**src/rtl/mul_error_monitor.sv**
```systemverilog
// Purpose: accumulates error statistics of an approximate multiplier against the exact product.
// Latency: two-stage pipeline; a sample accepted on one edge is reflected in the statistics after the next edge.
// Backpressure: s_ready drops while a clear drains, when the sample counter is about to cap, and in HALT.
module mul_error_monitor #(
    parameter int WIDTH = 8,
    parameter int CNT_W = 16,
    parameter int ACC_W = 40
) (
    input  logic               clk,
    input  logic               rst,
    input  logic               clear,
    input  logic               s_valid,
    output logic               s_ready,
    input  logic [WIDTH-1:0]   s_in1,
    input  logic [WIDTH-1:0]   s_in2,
    input  logic [2*WIDTH:0]   s_out,
    input  logic               s_overflow,
    output logic [CNT_W-1:0]   n_samples,
    output logic [CNT_W-1:0]   n_errors,
    output logic [CNT_W-1:0]   n_overflow,
    output logic [ACC_W-1:0]   sum_ed,
    output logic [2*WIDTH:0]   max_ed,
    output logic               sat,
    output logic               ed_sat,
    output logic               busy
);
    localparam int PW = 2*WIDTH + 1;
    // One guard bit above the wider of the accumulator and the error distance.
    localparam int SW = ((ACC_W > PW) ? ACC_W : PW) + 1;
    localparam logic [CNT_W-1:0] CNT_MAX    = '1;
    localparam logic [CNT_W-1:0] CNT_MAX_M1 = CNT_MAX - CNT_W'(1);

    typedef enum logic [1:0] {RUN, HALT, DRAIN} state_t;

    state_t          state;
    state_t          state_nxt;
    logic            accept;
    logic [PW-1:0]   exact;
    logic [PW-1:0]   ed_c;
    logic            v1;
    logic [PW-1:0]   ed1;
    logic            mis1;
    logic            ovf1;
    logic [SW-1:0]   sum_wide;

    // Exact product and absolute error distance of the incoming sample.
    always_comb begin
        exact = PW'(s_in1) * PW'(s_in2);
        ed_c  = (exact >= s_out) ? (exact - s_out) : (s_out - exact);
    end

    // Accumulator sum with a guard bit so saturation is detectable.
    always_comb begin
        sum_wide = SW'(sum_ed) + SW'(ed1);
    end

    // Next-state and ready logic; clear overrides everything, including the HALT entry.
    always_comb begin
        state_nxt = state;
        s_ready   = 1'b0;
        case (state)
            RUN: begin
                // Stop accepting one sample early when one is already in flight so the counter never wraps.
                s_ready = !rst && !clear
                          && !((n_samples == CNT_MAX_M1) && v1)
                          && (n_samples != CNT_MAX);
                if (v1 && (n_samples == CNT_MAX_M1)) begin
                    state_nxt = HALT;
                end
            end
            HALT:    state_nxt = HALT;
            DRAIN:   state_nxt = RUN;
            default: state_nxt = RUN;
        endcase
        if (clear) begin
            state_nxt = DRAIN;
        end
    end

    assign accept = s_valid && s_ready;
    assign sat    = (state == HALT);
    assign busy   = v1 || (state == DRAIN);

    // State register.
    always_ff @(posedge clk or posedge rst) begin
        if (rst) begin
            state <= RUN;
        end else begin
            state <= state_nxt;
        end
    end

    // Stage 1: capture per-sample error information on acceptance.
    always_ff @(posedge clk or posedge rst) begin
        if (rst) begin
            v1   <= 1'b0;
            ed1  <= '0;
            mis1 <= 1'b0;
            ovf1 <= 1'b0;
        end else begin
            v1 <= accept;
            if (accept) begin
                ed1  <= ed_c;
                mis1 <= (exact != s_out);
                ovf1 <= s_overflow;
            end
        end
    end

    // Stage 2: fold the staged sample into the statistics; clear discards it and zeroes everything.
    always_ff @(posedge clk or posedge rst) begin
        if (rst) begin
            n_samples  <= '0;
            n_errors   <= '0;
            n_overflow <= '0;
            sum_ed     <= '0;
            max_ed     <= '0;
            ed_sat     <= 1'b0;
        end else if (clear) begin
            n_samples  <= '0;
            n_errors   <= '0;
            n_overflow <= '0;
            sum_ed     <= '0;
            max_ed     <= '0;
            ed_sat     <= 1'b0;
        end else if (v1) begin
            n_samples <= n_samples + 1'b1;
            if (mis1 && (n_errors != CNT_MAX)) begin
                n_errors <= n_errors + 1'b1;
            end
            if (ovf1 && (n_overflow != CNT_MAX)) begin
                n_overflow <= n_overflow + 1'b1;
            end
            if (sum_wide[SW-1:ACC_W] != '0) begin
                sum_ed <= '1;
                ed_sat <= 1'b1;
            end else begin
                sum_ed <= sum_wide[ACC_W-1:0];
            end
            if (ed1 > max_ed) begin
                max_ed <= ed1;
            end
        end
    end
endmodule

```
**config.mk**
```make
export PLATFORM = sky130hd
export DESIGN_NAME = mul_error_monitor
export DESIGN_NICKNAME = d
export VERILOG_FILES = /design/src/rtl/mul_error_monitor.sv
export SDC_FILE = /design/constraint.sdc
export NUM_CORES = 1
export LEC_CHECK = 0
export BUFFER_PORTS_ARGS = -buffer_cell sky130_fd_sc_hd__buf_4
export CAP_MARGIN = 25
export CORE_MARGIN = 4
export CORE_UTILIZATION = 60
export CTS_CLUSTER_DIAMETER = 50
export DETAILED_ROUTE_END_ITERATION = 7
export HOLD_SLACK_MARGIN = 0.1
export PLACE_DENSITY = 0.83
export REMOVE_ABC_BUFFERS = 1
export SETUP_SLACK_MARGIN = 0.05
export SYNTH_ARGS = -nofsm -noshare
export SYNTH_HDL_FRONTEND = slang
export SYNTH_SLANG_ARGS = --single-unit
```
**constraint.sdc**
```tcl
create_clock -name clk -period 6.5 [get_ports clk]
set_input_delay 1.625 -clock clk [delete_from_list [all_inputs] [get_ports clk]]
set_output_delay 1.625 -clock clk [all_outputs]
set_load 0.02 [all_outputs]
```
==> impl_metrics.json, run 1 <==
{
  "leakage_nw": 7.033,
  "dominantRegCellSynth": "dfrtp_1",
  "antenna_left": 0,
  "worst-path-buf-inv": 7,
  "synth_top_cell_area_share_pct": 29.14,
  "synth-seq-area-share_pct": 29.14,
  "dp_slack_ps": -1456,
  "tightest_slew_ps": 1000,
  "dieArea_um2": 20550,
  "synth_edf_count": 0,
  "ys_top_cells_by_area": "dfrtp_1 (29%), ha_1 (12%), fa_1 (7.1%), nor2_1 (4.6%), inv_1 (4.6%)",
  "met3_wirelength_um": 1232,
  "grt_pass1_vias": 10240,
  "violations": "setup timing",
  "htreeDepth": 4,
  "fin_cells": 1736,
  "drtPass1Iterations": 5,
  "highest_layer": "met4",
  "syn_area_per_cell_um2": 8.786,
  "totalWireLength_um": 29020,
  "drc": 0,
  "slew_headroom_pct": 33.16,
  "grt_antenna_before_repair": 0,
  "synthCells": 1251,
  "slowest_stage": "fa_1",
  "cts_made_buffers": 17,
  "crit_arrival_ps": 7300,
  "vdd_drop_max_v": 0.0003193,
  "syn-cell-area_um2": 10990,
  "wl_met2_um": 15210,
  "rsz0062_at_grt": "true",
  "vias_per_cell": 5.851,
  "fin_skew_ps": 12.19,
  "end_kind": "register",
  "clock_latency_ps": 420,
  "io_buffer_count": 146,
  "yosys_warnings": 0,
  "slowest_delay_ps": 540,
  "grt_pass1_wl_um": 47250,
  "ctsHoldBuffers": 0,
  "start_util_pct": 61.19,
  "dp_hpwl_um": 21070,
  "hp-class": "register to register",
  "cpLargestDelayFamily": "adder cells",
  "finalMaxSlewViolations": 0,
  "gp_congestion": 0.9391,
  "finalInstanceArea_um2": 14130,
  "syn2layout_area_growth_pct": 28.51,
  "p_per_area_nw_per_um2": 409.4,
  "layout-drive-gt1-share_pct": 26.94,
  "num_antenna_cells": 0,
  "cts-root-buf": "clkbuf_16",
  "finalSetupViolations": 16,
  "period_needed_ps": 6980,
  "period_share_pct": 107.4,
  "critPathMaxFanout": 8,
  "grt_overflow": 0,
  "placed_area_um2": 12980,
  "cts_tree": "built",
  "wl_per_cell_um": 16.72,
  "cap_violations": 0,
  "total_power_mw": 5.783,
  "wl_met1_um": 11690,
  "clkTransAtPathRegs_ps": 60,
  "fp.coreArea_um2": 17960,
  "critPathLaunchType": "input port",
  "worstPathRequired_ps": 6820,
  "layout_commonest_cell": "buf_4",
  "cts_num_sinks": 128,
  "synthArstFlopShare_pct": 100.0,
  "ios": 147,
  "grt_use_total_pct": 27.87,
  "synth.largest_area_cell": "dfrtp_1",
  "fmax_mhz": 143.3,
  "vias": 10160,
  "drt_iter0_drc": 725,
  "fin_nets": 1677,
  "rows": 49,
  "yosysUniqueCellTypes": 75,
  "worst_slack_ps": -479.8,
  "clockBufferDepth": 2,
  "ys_ff_latch": 128,
  "grt_max_degree": 75,
  "die_h_um": 143.4,
  "critPathKind": "input port to register",
  "hold_violations": 0,
  "dp_cells": 1691,
  "status": "complete, but fails checks",
  "layout_common_cells": "buf_4 (254), nor2_1 (133), dfrtp_1 (127), inv_1 (126), ha_1 (98)",
  "die_w_um": 143.4
}
## worst register-to-register path: stages, from the launching register on
cell and delay [ps]:
dfrtp_1 430, ha_1 250, inv_1 70, fa_1 400, nor2b_1 210, o31a_1 230, o221a_2 230, o2111ai_1 190
and2_1 290, nor3_1 600, o21ai_1 150, a221oi_1 290
## synthesized netlist by cell type (7+ instances only)
master	count
a211oi_1	9
a21o_1	34
a21oi_1	71
a311oi_2	14
a31oi_1	7
and2_1	58
and3_1	15
buf_2	10
clkbuf_1	25
dfrtp_1	128
fa_1	39
ha_1	106
inv_1	134
mux2i_1	34
nand2_1	90
nand3_1	30
nand4_1	20
nor2_1	136
nor2b_1	7
nor3_1	30
o21a_1	12
o21ai_0	34
o21ai_1	13
o21bai_1	8
o31ai_1	9
or2_2	8
or3_1	14
xnor2_1	39
xor2_1	34
## report_power, final
part	total, mW	internal, mW	switching [mW]
combinational	3.86	1.91	1.95
sequential	0.937	0.857	0.0806
clock	0.990	0.608	0.382
total	5.78	3.37	2.41
## state kept, by name (all words and copies together), names as in the netlist
name,flops
ovf1,1
ed_sat,1
max_ed,17
v1,1
n_samples,16
ed1,17
n_overflow,16
sum_ed,40
n_errors,16
mis1,1
state,2
## logic make-up (layout without fill, tap and decap cells)
family	count (synthesis)	after routing	synth area share, %
multiplexers	40	40	3.848
AO/OA/AOI/OAI	257	257	16.41
XOR/XNOR	73	73	5.817
buffers and inverters	178	434	6.534
flip-flops	128	128	29.14
adder cells (fa/ha/maj)	145	145	19.17
AND/OR/NAND/NOR	430	430	19.08
## metrics by stage
stage          hold WS (ps)  setup TNS (ps)  util (%)
6_report              492.7           -6000     78.64
3_5_place_dp          475.3          -22150     72.26
2_1_floorplan         452.3          -18630         -
4_1_cts               491.7           -5610     77.71
5_1_grt               523.7          -10360     78.64
3_3_place_gp          468.5          -18810     72.26
## metal layers
metal | GRT usage (%) | vias to the layer above
met4 | 10.56 | 0
met1 | 33.77 | 4978
met5 | 0 | -
li1 | - | 4794
met2 | 51.06 | 316
met3 | 3.028 | 69
## path summary, 6_finish.rpt
kind	cells past startpoint	slack, ps	end	from
worst max-delay path	28	-480	ed1[12]$_DFFE_PP0P_	s_in2[2]
worst min-delay path	1	490	state[0]$_DFFE_PP0P_	state[1]$_DFFE_PP0P_
worst max register to register	11	3060	sum_ed[33]$_DFFE_PP0P_	ed1[0]$_DFFE_PP0P_
worst min register to register	1	490	state[0]$_DFFE_PP0P_	state[1]$_DFFE_PP0P_
max in group asynchronous	3	3840	sum_ed[18]$_DFFE_PP0P_	rst
min in group asynchronous	2	1420	n_samples[3]$_DFFE_PP0P_	rst
## cell type report
cell class                      count  area (um2)
Clock inverter                     15       181.4
Clock buffer                       17       425.4
Sequential cell                   128        3204
Fill cell                        1165        3837
Multi-Input combinational cell    945        7446
Timing Repair Buffer              268        2077
Tap cell                          229       286.5
Inverter                          134       505.5
## timing repair
item,in CTS,in global routing
cloned,0,0
gates resized for setup,54,46
pin swaps,52,20
setup buffers,14,8
endpoints found under the setup margin,16,17
Note: power is estimated with default switching activity, not from simulation.
==> inputs of run 2 (changes only) <==
--- a/config.mk
+++ b/config.mk
@@ -8,11 +8,11 @@
 export BUFFER_PORTS_ARGS = -buffer_cell sky130_fd_sc_hd__buf_4
 export CAP_MARGIN = 25
 export CORE_MARGIN = 4
-export CORE_UTILIZATION = 60
+export CORE_UTILIZATION = 64
 export CTS_CLUSTER_DIAMETER = 50
 export DETAILED_ROUTE_END_ITERATION = 7
 export HOLD_SLACK_MARGIN = 0.1
-export PLACE_DENSITY = 0.83
+export PLACE_DENSITY = 0.87
 export REMOVE_ABC_BUFFERS = 1
 export SETUP_SLACK_MARGIN = 0.05
 export SYNTH_ARGS = -nofsm -noshare
==> constraint.sdc (replaced) <==
create_clock -name clk -period 8.1 [get_ports clk]
set_input_delay 2.025 -clock clk [delete_from_list [all_inputs] [get_ports clk]]
set_output_delay 2.025 -clock clk [all_outputs]
set_load 0.02 [all_outputs]
==> run 2 against run 1 <==
  * The flow now finishes without violations
  * Non-clock buffer count shrank 74
  * Cell count shrank 4.8%
  * Worst setup slack gained 870 ps
  * Final area shrank 6.5%
  * Routed wire length shrank 4.7%
  * Combinational power shrank 40%
  * Sequential power shrank 19%
  * Clock power shrank 13%
  * Critical path type unchanged
  * Largest power group unchanged
==> impl_metrics.json, run 2 (synthesis results as in run 1) <==
{
  "fp.coreArea_um2": 16700,
  "wl_met1_um": 11510,
  "critPathKind": "input port to register",
  "antenna_left": 0,
  "totalWireLength_um": 27650,
  "multi_input_area_um2": 7086,
  "grt_pass1_wl_um": 46980,
  "drt_iter0_drc": 675,
  "cap_violations": 0,
  "dp_hpwl_um": 20630,
  "finalMaxSlewViolations": 0,
  "period_share_pct": 95.17,
  "top_register": "sum_ed",
  "clkPwrFrac_pct": 22.0,
  "end_kind": "register",
  "cts_tree": "built",
  "fin_util_pct": 79.07,
  "finalInstanceArea_um2": 13210,
  "ctsHoldBuffers": 0,
  "fin_nets": 1603,
  "finalSetupViolations": 0,
  "p_sw_share_pct": 41.55,
  "final-seq-area_um2": 3204,
  "top_regs": "sum_ed: 40 flops, ed1: 17 flops, max_ed: 17 flops",
  "grt_max_degree": 75,
  "vdd_drop_max_v": 0.0002483,
  "switchingPower_mw": 1.628,
  "highest_layer": "met4",
  "fmax_mhz": 129.7,
  "largest_reg_flops": 40,
  "drtPass1Iterations": 5,
  "clock_latency_ps": 430,
  "cts-root-buf": "clkbuf_16",
  "start_util_pct": 65.82,
  "crit_arrival_ps": 8020,
  "vias_per_cell": 5.951,
  "die_h_um": 139.1,
  "period_needed_ps": 7709,
  "die_w_um": 139.1,
  "status": "finished, final reports clean",
  "worstPathRequired_ps": 8410,
  "wl_per_cell_um": 16.74,
  "grt_overflow": 0,
  "grt_use_total_pct": 28.59,
  "hold_violations": 0,
  "io_buffer_count": 146,
  "slew_headroom_pct": 33.81,
  "rsz0062_at_grt": "false",
  "layout_commonest_cell": "buf_4",
  "layout_common_cells": "buf_4 (193), nor2_1 (136), inv_1 (133), dfrtp_1 (127), ha_1 (106)",
  "clkTransAtPathRegs_ps": 60,
  "drc": 0,
  "grt_pass1_vias": 9736,
  "grt_antenna_before_repair": 0,
  "rows": 47,
  "tightest_slew_ps": 990.4,
  "placed_area_um2": 12500,
  "wl_met2_um": 13990,
  "cts_num_sinks": 128,
  "internal-power_mw": 2.290,
  "fin_skew_ps": 11.17,
  "pwr-share-seq_pct": 19.3,
  "dieArea_um2": 19330,
  "num_antenna_cells": 0,
  "fill_cells": 1134,
  "gp_congestion": 0.9288,
  "p_per_area_nw_per_um2": 296.7,
  "ios": 147,
  "critPathMaxFanout": 9,
  "htreeDepth": 4,
  "clockBufferDepth": 2,
  "met3_wirelength_um": 1622,
  "cts_made_buffers": 17,
  "hp-class": "register to register",
  "critPathLaunchType": "input port",
  "syn2layout_area_growth_pct": 20.14,
  "leakage_nw": 6.613,
  "layout-drive-gt1-share_pct": 18.78,
  "combPwrFrac_pct": 58.7,
  "vias": 9831
}
==> run 2: layout make-up <==
type | count | share of cell area [%]
timing repair buffer | 194 | 11.18
clock inverter | 12 | 1.554
inverter | 134 | 3.828
tap | 220 | 2.085
multi-input combinational | 945 | 53.66
clock buffer | 19 | 3.430
sequential | 128 | 24.27
==> run 2: path summary, 6_finish.rpt <==
path | startpoint | to | slack (ps) | depth (start not counted)
min | ed_sat$_DFFE_PP0P_ | ed_sat$_DFFE_PP0P_ | 510 | 2
max in group asynchronous | rst | max_ed[4]$_DFFE_PP0P_ | 5350 | 4
min in group asynchronous | rst | n_samples[13]$_DFFE_PP0P_ | 1740 | 2
min reg2reg | ed_sat$_DFFE_PP0P_ | ed_sat$_DFFE_PP0P_ | 510 | 2
max | s_in2[4] | ed1[12]$_DFFE_PP0P_ | 390 | 26
max reg2reg | ed1[0]$_DFFE_PP0P_ | sum_ed[33]$_DFFE_PP0P_ | 4620 | 11
==> run 2: per-stage QoR <==
step / TNS, ps / hold WS, ps / instances / setup WS (ps) / power (mW)
after global placement: -738.0 / 472.3 / 1619 / -77.09 / 2.941
final: 0 / 513.1 / 1652 / 391.4 / 3.919
after global routing: 0 / 531.3 / 1652 / 76.18 / 4.206
after CTS: 0 / 508.6 / 1650 / 125.2 / 3.886
after detailed placement: -2708 / 487.8 / 1619 / -251.2 / 2.996
after floorplan: -579.1 / 452.3 / 1207 / -186.9 / 2.371
==> run 2: power groups by stage <==
stage | sequential (mW) | combinational, mW | clock, mW
finish | 0.756 | 2.30 | 0.861
global route | 0.760 | 2.55 | 0.896
CTS | 0.753 | 2.27 | 0.864
detailed placement | 0.763 | 2.23 | 0
global placement | 0.759 | 2.18 | 0
floorplan | 0.750 | 1.62 | 0
==> run 2: layer usage <==
| layer | global-route usage [%] | vias up |
|---|---|---|
| li1 | - | 4638 |
| met1 | 36.88 | 4764 |
| met2 | 49.94 | 374 |
| met3 | 4.828 | 55 |
| met4 | 7.878 | 0 |
| met5 | 0 | - |
==> run 2: what timing repair did <==
action                     4_1_cts  5_1_grt
setup endpoints to repair        0       14
setup buffers                    0        1
resized for setup                0        5
==> run 2: worst max-delay path, stage by stage <==
cell and delay (ps):
buf_4 120, buf_4 140, and2_1 150, fa_1 450, fa_1 500, fa_1 500
inv_1 60, fa_1 530, inv_1 40, ha_1 300, inv_1 80, o21bai_1 90
a21oi_2 180, o21bai_1 110, a41o_1 280, o41ai_2 250, xor2_1 240, ha_1 310
nand4_1 120, nor2_1 70, a21o_1 180, a21o_1 160, a31o_2 320, mux2_4 330
o21a_1 200, o31ai_1 270
==> inputs of run 3 (changes only) <==
==> constraint.sdc (replaced) <==
create_clock -name clk -period 8.1 [get_ports clk]
set_input_delay 0.405 -clock clk [delete_from_list [all_inputs] [get_ports clk]]
set_output_delay 0.405 -clock clk [all_outputs]
set_load 0.02 [all_outputs]
==> run 3 against run 2 <==
  * Flip-flop and latch count unchanged
  * Worst setup slack improved by 870 ps
  * Global-route usage fell by 1.3 points
  * Combinational power is 8% lower
  * Via count decreased by 2.3%
  * Fmax increased by 13%
  * Sequential share of layout area up 0.68 points
  * Critical path type unchanged
  * Largest power group unchanged
  * Highest routed layer unchanged
==> impl_metrics.json, run 3 (synthesis results as in run 1) <==
{
  "fin_skew_ps": 10.85,
  "gp_congestion": 0.8806,
  "finalSetupViolations": 0,
  "ctsHoldBuffers": 1,
  "p_per_area_nw_per_um2": 281.7,
  "hold_violations": 0,
  "antenna_left": 0,
  "drt_iter0_drc": 619,
  "total_power_mw": 3.619,
  "syn2layout_area_growth_pct": 16.88,
  "drc": 0,
  "grt_use_total_pct": 27.30,
  "slew_headroom_pct": 32.99,
  "grt_pass1_vias": 9139,
  "combPwrFrac_pct": 58.2,
  "vias": 9602,
  "period_needed_ps": 6834,
  "grt_overflow": 0,
  "period_share_pct": 84.37,
  "htreeDepth": 4,
  "worst-path-buf-inv": 5,
  "clkTransAtPathRegs_ps": 60,
  "dieArea_um2": 19330,
  "clock_latency_ps": 420,
  "grt_antenna_before_repair": 0,
  "rows": 47,
  "critPathLaunchType": "input port",
  "top_register": "sum_ed",
  "layout_commonest_cell": "buf_4",
  "hp-class": "input port to register",
  "grt_pass1_wl_um": 44680,
  "wl_per_cell_um": 16.58,
  "die_w_um": 139.1,
  "cts_tree": "built",
  "cts_made_buffers": 17,
  "fin_nets": 1564,
  "critPathKind": "input port to register",
  "die_h_um": 139.1,
  "cts_resized": 0,
  "layout-drive-gt1-share_pct": 16.14,
  "setup_tns_ps": 0,
  "cts_setup_buffers": 0,
  "num_antenna_cells": 0,
  "slowest_stage": "a31o_1",
  "crit_top_cell": "fa_1",
  "cap_violations": 0,
  "leakage_nw": 6.379,
  "io_buffer_count": 146,
  "p_sw_share_pct": 43.67,
  "critPathMaxFanout": 14,
  "grt_max_degree": 85,
  "fmax_mhz": 146.3,
  "dp_hpwl_um": 20320,
  "vdd_drop_max_v": 0.0002317,
  "internal-power_mw": 2.039,
  "fp.coreArea_um2": 16700,
  "ios": 147,
  "worstPathRequired_ps": 8400,
  "cts_num_sinks": 128,
  "cpLargestDelayFamily": "adder cells",
  "totalWireLength_um": 26770,
  "end_kind": "register",
  "cts-root-buf": "clkbuf_16",
  "tightest_slew_ps": 1003,
  "vias_per_cell": 5.949,
  "rsz0062_at_grt": "false",
  "start_util_pct": 65.82,
  "clockBufferDepth": 2,
  "finalMaxSlewViolations": 0,
  "crit_arrival_ps": 7130,
  "clkPwrFrac_pct": 21.1,
  "largest_reg_flops": 40,
  "layout_common_cells": "buf_4 (152), nor2_1 (136), inv_1 (133), dfrtp_1 (127), ha_1 (106)",
  "slowest_delay_ps": 640,
  "status": "finished, final reports clean",
  "pwr-share-seq_pct": 20.7,
  "top_regs": "sum_ed: 40 flops, ed1: 17 flops, max_ed: 17 flops",
  "drtPass1Iterations": 6,
  "switchingPower_mw": 1.580
}
==> run 3: cell types whose count changed in the layout (fill, tap and decap cells not counted), sizes merged <==
cell,before,now
buf,194,154
dlygate4sd3,0,1
inv,137,138
bufinv,5,2
clkinvlp,2,4
clkinv,2,4
clkbuf,19,18
==> run 3: power groups by stage <==
| stage | Combinational (mW) | Sequential (mW) | Clock (mW) |
|---|---|---|---|
| 2_1_floorplan | 1.62 | 0.750 | 0 |
| 3_3_place_gp | 2.03 | 0.760 | 0 |
| 3_5_place_dp | 2.07 | 0.761 | 0 |
| 4_1_cts | 2.09 | 0.750 | 0.766 |
| 5_1_grt | 2.35 | 0.760 | 0.797 |
| 6_report | 2.11 | 0.751 | 0.762 |
==> run 3: area by class of cell <==
type | instances | area, um2
multi-input combinational | 945 | 7071
fill | 1217 | 3854
sequential | 128 | 3204
timing repair buffer | 155 | 1206
inverter | 134 | 505.5
clock buffer | 18 | 429.2
tap | 220 | 275.3
clock inverter | 14 | 156.4
==> run 3: worst register-to-register path: cells and delay by family (launching register included) <==
| family | cells | cell delay (ps) |
|---|---|---|
| AO/OA/AOI/OAI | 5 | 1140 |
| AND/OR/NAND/NOR | 3 | 1080 |
| adder cells (fa/ha/maj) | 2 | 660 |
| flip-flops | 1 | 420 |
| buffers and inverters | 1 | 70 |
==> run 3: routing by layer <==
layer | up-vias | wire (um) | part of all wire [%] | global-route usage (%)
met3 | 28 | 1310 | 4.9 | 3.966
li1 | 4584 | - | - | -
met2 | 281 | 13720 | 51 | 47.94
met5 | - | 0 | 0 | 0
met1 | 4709 | 11440 | 43 | 35.76
met4 | 0 | 293 | 1.1 | 6.746
==> run 3: final timing paths <==
kind | start | end | slack [ps] | depth (start not counted)
worst max-delay path | s_in1[1] | ed1[11]$_DFFE_PP0P_ | 1270 | 25
worst min-delay path | s_overflow | ovf1$_DFFE_PP0P_ | 210 | 3
worst max register to register | ed1[0]$_DFFE_PP0P_ | sum_ed[33]$_DFFE_PP0P_ | 4620 | 11
worst min register to register | state[1]$_DFFE_PP0P_ | state[0]$_DFFE_PP0P_ | 510 | 1
max in group asynchronous | rst | max_ed[6]$_DFFE_PP0P_ | 6400 | 5
min in group asynchronous | rst | n_overflow[12]$_DFFE_PP0P_ | 630 | 3
==> run 3: through the flow <==
stage	hold WS (ps)	worst slack [ps]	instances	util, %	cell area [um2]
finish	205.2	1266	1614	76.93	12850
global route	221.9	807.8	1614	76.93	12850
CTS	192.8	1267	1613	76.76	12820
detailed placement	490.7	848.0	1580	73.19	12220
global placement	472.9	961.6	1579	73.03	12200
floorplan	436.4	1433	1207	-	10780
